==> config.mk <==
export PLATFORM = sky130hd
export DESIGN_NAME = i2c_led_frame
export DESIGN_NICKNAME = d
export VERILOG_FILES = /design/src/rtl/i2c_led_frame.sv
export SDC_FILE = /design/constraint.sdc
export NUM_CORES = 1
export LEC_CHECK = 0
export ABC_AREA = 1
export CAP_MARGIN = 20
export CORE_MARGIN = 5
export CORE_UTILIZATION = 39
export CTS_CLUSTER_SIZE = 24
export DETAILED_ROUTE_END_ITERATION = 8
export PLACE_DENSITY = 0.62
export SLEW_MARGIN = 20
export SYNTH_ARGS = -nofsm -noshare
export SYNTH_HDL_FRONTEND = slang
export SYNTH_SLANG_ARGS = --single-unit
==> constraint.sdc <==
create_clock -name clk -period 3.2 [get_ports clk]
set_clock_uncertainty 0.2 [all_clocks]
set_input_delay 0.64 -clock clk [delete_from_list [all_inputs] [get_ports clk]]
set_output_delay 0.64 -clock clk [all_outputs]
set_load 0.005 [all_outputs]
==> src/rtl/i2c_led_frame.sv <==
// Frame buffer behind the i2c slave core plus a WS2812-style serial driver.
// The first byte of a transfer sets the buffer pointer; STOP commits the shadow frame and starts a refresh.
module i2c_led_frame #(
  parameter int LED_CNT      = 3,
  parameter int CHANNELS     = 3,
  parameter int T0H          = 4,
  parameter int T1H          = 8,
  parameter int TBIT         = 12,
  parameter int RESET_CYCLES = 600
) (
  input  logic       clk,
  input  logic       reset,
  input  logic [7:0] rx_data,
  input  logic       rx_valid,
  input  logic       rx_start,
  input  logic       rx_stop,
  output logic       led_o,
  output logic       busy_o,
  output logic       pending_o
);

  // state     | meaning
  // IDLE      | line low, waiting for a commit
  // HIGH      | line high for T0H/T1H of the current bit
  // LOW       | line low for the rest of the bit period
  // GAP       | latch gap after the last bit; a queued commit restarts here

  localparam int NBYTES = LED_CNT * CHANNELS;
  localparam int NBITS  = NBYTES * 8;
  localparam int BW     = $clog2(NBITS);
  localparam int CMAX   = (TBIT > RESET_CYCLES) ? TBIT : RESET_CYCLES;
  localparam int CW     = $clog2(CMAX);

  localparam logic [CW-1:0] LD_H0    = CW'(T0H - 1);
  localparam logic [CW-1:0] LD_H1    = CW'(T1H - 1);
  localparam logic [CW-1:0] LD_L0    = CW'(TBIT - T0H - 1);
  localparam logic [CW-1:0] LD_L1    = CW'(TBIT - T1H - 1);
  localparam logic [CW-1:0] LD_GAP   = CW'(RESET_CYCLES - 1);
  localparam logic [BW-1:0] LAST_BIT = BW'(NBITS - 1);
  localparam logic [7:0]    LAST_PTR = 8'(NBYTES - 1);

  typedef enum logic [1:0] {IDLE, HIGH, LOW, GAP} state_t;

  state_t        state;
  logic [7:0]    shadow     [NBYTES];
  logic [7:0]    shadow_nxt [NBYTES];
  logic [7:0]    active     [NBYTES];
  logic [7:0]    ptr;
  logic          ptr_phase;
  logic          dirty;
  logic [CW-1:0] cnt;
  logic [BW-1:0] bit_idx;
  logic [BW-1:0] nxt_idx;
  logic          cur_bit;
  logic          nxt_bit;
  logic          first_bit;
  logic          wr_en;
  logic          commit_req;
  logic          gap_done;
  logic          load;

  assign wr_en      = rx_valid && !ptr_phase && ({1'b0, ptr} < 9'(NBYTES));
  assign commit_req = rx_stop && (dirty || wr_en);
  assign gap_done   = (state == GAP) && (cnt == '0);
  assign load       = ((state == IDLE) && commit_req) || (gap_done && (pending_o || commit_req));

  // A byte arriving with STOP must already be part of the frame being committed.
  always_comb begin
    for (int i = 0; i < NBYTES; i++) begin
      shadow_nxt[i] = (wr_en && (ptr == 8'(i))) ? rx_data : shadow[i];
    end
  end

  assign nxt_idx   = bit_idx + BW'(1);
  assign cur_bit   = active[bit_idx[BW-1:3]][~bit_idx[2:0]];
  assign nxt_bit   = active[nxt_idx[BW-1:3]][~nxt_idx[2:0]];
  assign first_bit = shadow_nxt[0][7];

  always_ff @(posedge clk or negedge reset) begin
    if (!reset) begin
      ptr       <= '0;
      ptr_phase <= 1'b1;
      dirty     <= 1'b0;
      for (int i = 0; i < NBYTES; i++) shadow[i] <= '0;
    end else begin
      for (int i = 0; i < NBYTES; i++) shadow[i] <= shadow_nxt[i];
      if (rx_valid && ptr_phase) begin
        ptr       <= rx_data;
        ptr_phase <= 1'b0;
      end else if (wr_en) begin
        ptr <= (ptr == LAST_PTR) ? 8'd0 : ptr + 8'd1;
      end
      if (rx_start) ptr_phase <= 1'b1;
      if (load) dirty <= 1'b0;
      else if (wr_en) dirty <= 1'b1;
    end
  end

  always_ff @(posedge clk or negedge reset) begin
    if (!reset) begin
      state     <= IDLE;
      cnt       <= '0;
      bit_idx   <= '0;
      led_o     <= 1'b0;
      busy_o    <= 1'b0;
      pending_o <= 1'b0;
      for (int i = 0; i < NBYTES; i++) active[i] <= '0;
    end else begin
      led_o <= (state == HIGH);
      if (load) begin
        for (int i = 0; i < NBYTES; i++) active[i] <= shadow_nxt[i];
        state     <= HIGH;
        busy_o    <= 1'b1;
        pending_o <= 1'b0;
        bit_idx   <= '0;
        cnt       <= first_bit ? LD_H1 : LD_H0;
      end else begin
        if (commit_req && (state != IDLE)) pending_o <= 1'b1;
        case (state)
          HIGH: begin
            if (cnt == '0) begin
              state <= LOW;
              cnt   <= cur_bit ? LD_L1 : LD_L0;
            end else begin
              cnt <= cnt - CW'(1);
            end
          end
          LOW: begin
            if (cnt == '0) begin
              if (bit_idx == LAST_BIT) begin
                state <= GAP;
                cnt   <= LD_GAP;
              end else begin
                bit_idx <= nxt_idx;
                state   <= HIGH;
                cnt     <= nxt_bit ? LD_H1 : LD_H0;
              end
            end else begin
              cnt <= cnt - CW'(1);
            end
          end
          GAP: begin
            if (cnt == '0) begin
              state  <= IDLE;
              busy_o <= 1'b0;
            end else begin
              cnt <= cnt - CW'(1);
            end
          end
          default: ;
        endcase
      end
    end
  end

endmodule
==> impl_metrics.toml <==
[routing]
drc_errors = 0
via_per_inst = 5.21
vias = 7265
post_drt_wl_per_cell_um = 16.4
initialDrtViolationCount = 613
routed_wl_mm = 22.9
drtPass1Iterations = 8
ant_nets = 0

[yosys]
ys_seq_area_share_pct = 50.6
synthFlopType = "dfrtp_1"
synth_area_leaders = "dfrtp_1 50%, nand2_1 11%, o21ai_0 9.1%, nand3_1 6.6%, inv_1 5.3%"
yosysWarnings = 0
synth-async-reset-ratio_pct = 100
synth_top_area_share_pct = 50.3
yosysUniqueCellTypes = 44
synth_nets = 1108
netlist_area_um2 = 8710
synth_top_cell_by_area = "dfrtp_1"
avgSynthCellArea_um2 = 8.03
synthCells = 1084
synth_seq_cells = 176
synth_edf_count = 0

[timing]
rsz0062_at_grt = "false"
maxSlewHeadroom_pct = 58.4
final_max_slew_viol_count = 0
setup_tns_ps = 0
period_share_pct = 91.4
min_period_ps = 2920
worst_pin_slew_ps = 623
setup_viol = 0
hold_viol = 0
clock.fmax_mhz = 342
worst_slack_ps = 276

[pwr]
powerDensity_nw_per_um2 = 933
ir_drop_mv = 0.490
p_leak_nw = 4.59

[die]
ios = 16
die_w_um = 159
die_area_um2 = 25400
core_area_um2 = 21900
std_cell_rows = 54
initial_core_util_pct = 39.8
die-height_um = 159

[clock_tree]
cts_root_buffer = "clkbuf_16"
cts_tree = "built"
cts_buffers = 17
path_clk_slew_ps = 70
post-cts-setup-buffer-count = 0
ctsLongestPathBuffers = 2
htree_num_levels = 4
clk_latency_ps = 430
cts_sinks = 176

[critical_path]
cp_data_arrival_time_ps = 3060
slowest_stage = "dfrtp_1"
crit_family = "simple AND/OR/NAND/NOR gates"
worstPathBufferInverterCount = 3
crit_chain = "inv_1, ha_1, inv_1, nor3_2, nand3_2, or3_4, nor3_4, nand2_4, nand2_2, nand2_4, clkinv_4, a21oi_2, nor2_8, nand2_2, o22ai_1"
required_ps = 3340
end_kind = "register"
worstSetupStartpointType = "register"
criticalPathCategory = "reg2reg"
critPathMaxFanout = 16
slowest_delay_ps = 430
r2r_slack_ps = 280

[global_route]
grt_pass1_vias = 7164
grt_pass1_wl_mm = 38.0
antenna_found_initial = 1
grt_overflow = 0
gr-usage-all-layers_pct = 18.4
grt_max_degree = 83

[run]
maxCapViolCount = 0

[hold_path]
hold_path.class = "reg2reg"

[place]
gp_routability_congestion = 0.899
dpl-instance-area_um2 = 9280
pre_cts_slack_ps = 123
io_buffers = 15
dp_hpwl_mm = 15.4

[final_layout]
fillers = 2203
stdcell_area_um2 = 9890
layout_common_cells = "257 x nand2_1, 175 x dfrtp_1, 159 x o21ai_0"
fin_nets = 1125
drive_gt1_share_pct = 7.90
final_common_cell = "nand2_1"
area_growth_pct = 13.6
antenna_cells = 0
postLayoutCoreUtil_pct = 45.2

[status]
status = "complete, no violations"
-- cell families after synthesis --
group	Yosys count	synth area share (%)
and+or+nand+nor	448	22.4
AOI/OAI and AO/OA	257	16.2
buffers and inverters	185	8.57
DFF	176	50.6
adders and majority gates	11	1.58
xor gates and xnor gates	7	0.704
-- cell usage after synthesis (2+ instances only) --
cell / count
xor2_1: 6
or2_2: 3
buf_1: 2
o21ai_0: 159
ha_1: 11
nor4_1: 4
nor3_1: 5
a21oi_1: 27
o22ai_1: 12
buf_2: 10
nor2_1: 48
buf_4: 7
clkbuf_1: 35
o21ai_1: 22
nand4_1: 5
dfrtp_1: 175
nand2_4: 2
o211ai_1: 24
nand2_2: 2
nand2_1: 257
nand3_2: 2
nand3_1: 114
inv_1: 122
o221ai_1: 3
clkinv_1: 6
o31ai_1: 3
-- area by class of cell --
type,count,area [um^2],area share [%]
multi-input cells,723,3560,36.0
well taps,280,350,3.54
inverters,130,497,5.02
repair buffers,53,489,4.95
clock buffers,22,464,4.69
flip-flops and latches,176,4410,44.5
clock inverters,10,126,1.28
-- stage by stage --
step	hold slack, ps	power [W]	cells
CTS	289	0.00924	1394
global placement	275	0.00706	1361
detailed placement	279	0.00711	1361
floorplan	144	0.00585	1084
finish	287	0.00923	1394
global route	300	0.00991	1394
-- path summary, 6_finish.rpt --
kind / cells after the start / startpoint / to
min in group asynchronous: 2 / reset / active[25]$_DFFE_PN0N_
worst min register to register: 2 / ptr_phase$_DFFE_PN1P_ / ptr_phase$_DFFE_PN1P_
worst min-delay path: 2 / ptr_phase$_DFFE_PN1P_ / ptr_phase$_DFFE_PN1P_
max in group asynchronous: 3 / reset / shadow[25]$_DFF_PN0_
worst max register to register: 15 / cnt[0]$_DFFE_PN0P_ / bit_idx[6]$_DFFE_PN0P_
worst max-delay path: 15 / cnt[0]$_DFFE_PN0P_ / bit_idx[6]$_DFFE_PN0P_
-- timing repair --
item | 4_1_cts | 5_1_grt
endpoints found under the setup margin | 0 | 2
gates resized for setup | 0 | 2
hold buffers | 1 | 0
endpoints found under the hold margin | 28 | 0
-- where the power goes --
part           switching, W  internal, W
Sequential         0.000335      0.00274
Combinational       0.00265      0.00139
Clock              0.000905      0.00121
-- tightest hold or removal path: cells and delay by family (launching register included) --
kind / cells / cell delay, ps
buf+inv: 1 / 60
compound gates: 1 / 60
flops: 1 / 370
-- sequential cells by signal (all words and copies together) (netlist names) --
signal     count
dirty          1
state          2
ptr            8
active        72
shadow        72
busy_o         1
bit_idx        7
ptr_phase      1
led_o          1
pending_o      1
cnt           10
-- routing by layer --
| layer | routed length (um) | up-vias | track usage [%] | share of wire, % |
|---|---|---|---|---|
| met2 | 10800 | 171 | 29.7 | 47 |
| met3 | 1010 | 35 | 3.00 | 4.4 |
| met4 | 528 | 0 | 6.63 | 2.3 |
| met5 | 0 | - | 0 | 0 |
| li1 | - | 3606 | - | - |
| met1 | 10600 | 3453 | 25.0 | 46 |
(Power assumes the default switching activity.)
